[config.mk]
export PLATFORM = sky130hd
export DESIGN_NAME = mem_ctrl
export DESIGN_NICKNAME = d
export VERILOG_FILES = /design/src/rtl/mem_ctrl.sv
export SDC_FILE = /design/constraint.sdc
export NUM_CORES = 1
export LEC_CHECK = 0
export CAP_MARGIN = 25
export CORE_ASPECT_RATIO = 1.1
export CORE_MARGIN = 2
export CORE_UTILIZATION = 42
export CTS_CLUSTER_SIZE = 40
export DETAILED_ROUTE_END_ITERATION = 8
export HOLD_SLACK_MARGIN = 0.15
export PLACE_DENSITY = 0.84
export SYNTH_ARGS = -nofsm -noshare
export SYNTH_HDL_FRONTEND = slang
export SYNTH_SLANG_ARGS = --single-unit
[constraint.sdc]
create_clock -name clk -period 2.5 [get_ports clk]
set_clock_uncertainty 0.05 [all_clocks]
set_input_delay 0.25 -clock clk [delete_from_list [all_inputs] [get_ports clk]]
set_output_delay 0.25 -clock clk [all_outputs]
set_load 0.01 [all_outputs]
[src/rtl/mem_ctrl.sv]
// Single-port RAM controller arbitrating between an instruction-fetch and a data requester.
// One access in flight; round-robin on ties; fixed read latency RD_LAT.
module mem_ctrl #(
  parameter int unsigned RD_LAT = 2,
  parameter int unsigned AW     = 16
) (
  input  logic          clk,
  input  logic          rst_n,
  input  logic          f_req,
  input  logic [AW-1:0] f_addr,
  output logic          f_gnt,
  output logic          f_done,
  output logic [AW-1:0] f_rdata,
  input  logic          d_req,
  input  logic          d_we,
  input  logic [AW-1:0] d_addr,
  input  logic [AW-1:0] d_wdata,
  output logic          d_gnt,
  output logic          d_done,
  output logic [AW-1:0] d_rdata,
  output logic          mem_en,
  output logic          mem_we,
  output logic [AW-1:0] mem_addr,
  output logic [AW-1:0] mem_wdata,
  input  logic [AW-1:0] mem_rdata
);

  typedef enum logic [1:0] {StIdle, StIssue, StWait, StDone} state_e;

  localparam int unsigned CW = 3;
  localparam logic [CW-1:0] CntLoad = CW'(RD_LAT - 1);

  state_e        state_q, state_d;
  logic          owner_q, owner_d;  // 1 = data requester
  logic          last_q, last_d;    // 1 = data granted last
  logic          we_q, we_d;
  logic [AW-1:0] addr_q, addr_d;
  logic [AW-1:0] wdata_q, wdata_d;
  logic [CW-1:0] cnt_q, cnt_d;
  logic [AW-1:0] f_rdata_q, f_rdata_d;
  logic [AW-1:0] d_rdata_q, d_rdata_d;

  logic pick_d;
  logic grant;

  // Data wins when alone, or on a tie when fetch was granted last.
  assign pick_d = d_req & (~f_req | ~last_q);
  assign grant  = rst_n & (state_q == StIdle) & (f_req | d_req);

  always_comb begin
    state_d   = state_q;
    owner_d   = owner_q;
    last_d    = last_q;
    we_d      = we_q;
    addr_d    = addr_q;
    wdata_d   = wdata_q;
    cnt_d     = cnt_q;
    f_rdata_d = f_rdata_q;
    d_rdata_d = d_rdata_q;

    unique case (state_q)
      StIdle: begin
        if (grant) begin
          owner_d = pick_d;
          last_d  = pick_d;
          we_d    = pick_d & d_we;
          addr_d  = pick_d ? d_addr : f_addr;
          wdata_d = pick_d ? d_wdata : '0;
          state_d = StIssue;
        end
      end
      StIssue: begin
        if (we_q) begin
          state_d = StDone;
        end else begin
          cnt_d   = CntLoad;
          state_d = StWait;
        end
      end
      StWait: begin
        if (cnt_q == '0) begin
          if (owner_q) d_rdata_d = mem_rdata;
          else         f_rdata_d = mem_rdata;
          state_d = StDone;
        end else begin
          cnt_d = cnt_q - 1'b1;
        end
      end
      StDone: state_d = StIdle;
      default: state_d = StIdle;
    endcase
  end

  always_ff @(posedge clk or negedge rst_n) begin
    if (!rst_n) begin
      state_q   <= StIdle;
      owner_q   <= 1'b0;
      last_q    <= 1'b0;
      we_q      <= 1'b0;
      addr_q    <= '0;
      wdata_q   <= '0;
      cnt_q     <= '0;
      f_rdata_q <= '0;
      d_rdata_q <= '0;
    end else begin
      state_q   <= state_d;
      owner_q   <= owner_d;
      last_q    <= last_d;
      we_q      <= we_d;
      addr_q    <= addr_d;
      wdata_q   <= wdata_d;
      cnt_q     <= cnt_d;
      f_rdata_q <= f_rdata_d;
      d_rdata_q <= d_rdata_d;
    end
  end

  assign f_gnt     = grant & ~pick_d;
  assign d_gnt     = grant & pick_d;
  assign f_done    = (state_q == StDone) & ~owner_q;
  assign d_done    = (state_q == StDone) & owner_q;
  assign f_rdata   = f_rdata_q;
  assign d_rdata   = d_rdata_q;
  assign mem_en    = (state_q == StIssue) | (state_q == StWait);
  assign mem_we    = (state_q == StIssue) & we_q;
  assign mem_addr  = addr_q;
  assign mem_wdata = wdata_q;

endmodule

==> results.sh, run 1 <==
export IMPL_drv_slew=0
export IMPL_synth_top_family_by_area="multiplexers"
export IMPL_antenna_found_initial=0
export IMPL_multiInputGateArea_um2=1220
export IMPL_netlist_area_leader_share=0.574
export IMPL_vias=2403
export IMPL_grt_setup_unrepaired="no"
export IMPL_vias_per_cell=5.38
export IMPL_fmax_mhz=421
export IMPL_die_h_um=94.0
export IMPL_synthToLayoutAreaGrowth_pct=55.2
export IMPL_grt_overflow=0
export IMPL_hold_violations=0
export IMPL_drc=11
export IMPL_clkSinkCount=71
export IMPL_post_synth_top_area_cell="dfrtp_1"
export IMPL_power_density_nw_per_um2=1260
export IMPL_crit_arrival_ps=2080
export IMPL_post_route_period_util=0.951
export IMPL_startpoint_type="register"
export IMPL_synth_area_um2=3090
export IMPL_start_util=0.437
export IMPL_maxSlewHeadroom=0.522
export IMPL_root_buffer="clkbuf_8"
export IMPL_synth_simple_area_share=0.0910
export IMPL_tightest_slew_ps=717
export IMPL_timing_setup_tns_ps=0
export IMPL_cts_inserted_buffers=9
export IMPL_nFillCells=527
export IMPL_cts_setup_buffers=0
export IMPL_status="complete, but fails checks"
export IMPL_utilization=0.678
export IMPL_period_needed_ps=2380
export IMPL_rows=32
export IMPL_htree_levels=3
export IMPL_grt_max_degree=60
export IMPL_die_x_um=85.8
export IMPL_port_buffers=138
export IMPL_dpl_hpwl_mm=5.71
export IMPL_ir_drop_v=0.000564
export IMPL_critPathKind="register to output port"
export IMPL_synthAdderAreaFrac=0.0243
export IMPL_setup_viol=0
export IMPL_crit_chain="inv_1 > ha_2 > and3_1 > and2_1 > clkdlybuf4s50_1"
export IMPL_finalNetCount=432
export IMPL_path_clk_slew_ps=80
export IMPL_p_total_uw=6030
export IMPL_grtUsageTotal=0.199
export IMPL_ys_seq_elements=71
export IMPL_ant_nets=0
export IMPL_placed_cell_area_um2=4540
export IMPL_hp_class="input pin to async pin"
export IMPL_seqCellArea_um2=1780
export IMPL_synth_compound_area_frac=0.138
export IMPL_wl_per_cell_um=17.6
export IMPL_syn_instance_count=213
export IMPL_ys_seq_area_frac=0.574
export IMPL_first_pass_iters=8
export IMPL_layout_drive_gt1_share=0.185
export IMPL_maxCapViolCount=0
export IMPL_gp_congestion=0.760
export IMPL_grt_pass1_wl_mm=12.3
export IMPL_cts_tree="built"
export IMPL_grt_pass1_vias=2515
export IMPL_required_ps=2200
export IMPL_path_max_fanout=7
export IMPL_design_area_um2=4800
export IMPL_worstSkewPairLatency_ps=350
export IMPL_dr_first_iter_drc_count=64
export IMPL_p_leak_uw=0.00214
export IMPL_crit_path_max_incr_delay_ps=560
export IMPL_core_area_um2=7090
export IMPL_antenna_cells=0
export IMPL_die_area_um2=8070
export IMPL_synth_cell_types=41
export IMPL_synth_xor_area_frac=0
export IMPL_yosys_top_cells_area="dfrtp_1 (57%), mux2_4 (7.8%), mux2_2 (6.2%), a221o_1 (5.2%), a22o_1 (4.8%)"
export IMPL_clock_path_buffers=2
export IMPL_violations="DRC"
export IMPL_crit_path_end_kind="output port"
export IMPL_syn_nets=288
export IMPL_ys_warn_count=0
export IMPL_avgSynthCellArea_um2=14.5
export IMPL_slowest_stage="clkdlybuf4s50_1"
export IMPL_pin_count=139
export IMPL_wl_mm=7.85
export IMPL_muxShareOfSynthArea=0.140
[critical path, delay by kind of cell (launching register included)]
family / cells / cell delay (ps)
adder cells (fa/ha/maj): 1 / 280
buffers and inverters: 2 / 710
flip-flops: 1 / 420
AND/OR/NAND/NOR: 2 / 340
[state kept, by name (all words and copies together), names as in the netlist]
name	cells
mem_addr	16
last_q	1
d_rdata	16
state_q	2
we_q	1
cnt_q	3
f_rdata	16
mem_wdata	16
[final timing paths]
kind | startpoint | to | slack, ps | cells after the start
min reg2reg | mem_wdata[10] | mem_wdata[10] | 450 | 1
min | rst_n | mem_wdata[11] | 260 | 2
max | state_q[0] | f_gnt | 120 | 5
max reg2reg | cnt_q[0] | f_rdata[6] | 520 | 6
max in group asynchronous | rst_n | mem_wdata[10] | 1150 | 3
min in group clk | mem_wdata[10] | mem_wdata[10] | 450 | 1
[cells by family (layout without fill, tap and decap cells)]
family | after synthesis | count (layout)
AO/OA/AOI/OAI | 47 | 47
multiplexers | 33 | 33
adder cells (fa/ha/maj) | 6 | 6
buffers and inverters | 17 | 166
AND/OR/NAND/NOR | 39 | 39
flip-flops | 71 | 71
[layout by cell type (no fill, tap or decap), types with 4 or more instances in the layout]
| master | count |
|---|---|
| inv_1 | 4 |
| ha_1 | 5 |
| buf_4 | 8 |
| a221o_1 | 16 |
| clkbuf_8 | 9 |
| dfrtp_1 | 71 |
| mux2_4 | 16 |
| a22o_1 | 17 |
| mux2_2 | 17 |
| and3_1 | 17 |
| clkdlybuf4s50_1 | 137 |
[power by group]
| part | total [uW] | switching, uW | internal [uW] |
|---|---|---|---|
| Sequential | 2090 | 383 | 1710 |
| Clock | 1110 | 443 | 666 |
| Combinational | 2830 | 1060 | 1760 |
| Total | 6030 | 1890 | 4140 |
[Yosys cell counts (all sizes together)]
master / count
dfrtp: 71
mux2: 33
a22o: 17
and3: 17
a221o: 16
buf: 8
ha: 6
clkbuf: 5
inv: 4
nand2b: 4
nand3: 4
and2: 3
a21o: 2
nand3b: 2
o211ai: 2
or3b: 2
a2111oi: 1
a21oi: 1
a22oi: 1
a311oi: 1
a31o: 1
and2b: 1
nand2: 1
nand4bb: 1
nor2: 1
nor2b: 1
nor3: 1
nor3b: 1
o21ai: 1
o221ai: 1
o311a: 1
o311ai: 1
o31ai: 1
[layer usage]
layer	vias to the layer above	part of all wire	GRT usage
met4	0	0.013	0.0860
met3	10	0.094	0.0633
met1	1169	0.42	0.237
met5	-	0	0
met2	128	0.47	0.330
li1	1096	-	-
[area by class of cell]
class                   instances  area share
inverters                       4     0.00313
repair buffers                146       0.300
clock inverters                 7      0.0253
clock buffers                   9      0.0258
multi-input cells             125       0.254
well taps                      85      0.0221
flip-flops and latches         71       0.370
[stage by stage]
step	std cells	setup slack [ps]	hold WS, ps
floorplan	213	690	-95.6
global placement	430	502	77.3
detailed placement	430	453	79.7
CTS	447	58.8	249
global route	447	21.3	266
finish	447	123	257
[what timing repair did]
item / CTS / global route
resized for setup: 0 / 1
hold endpoints to repair: 12 / 0
hold buffers: 1 / 0
endpoints found under the setup margin: 0 / 2
No activity file was read; power rests on OpenSTA's default activity.
==> run 2: changes to the inputs <==
SLEW_MARGIN = 10   (was unset)
==> results of run 2 <==
Same layout as run 1: the final DEF is identical, and so are final timing and power.
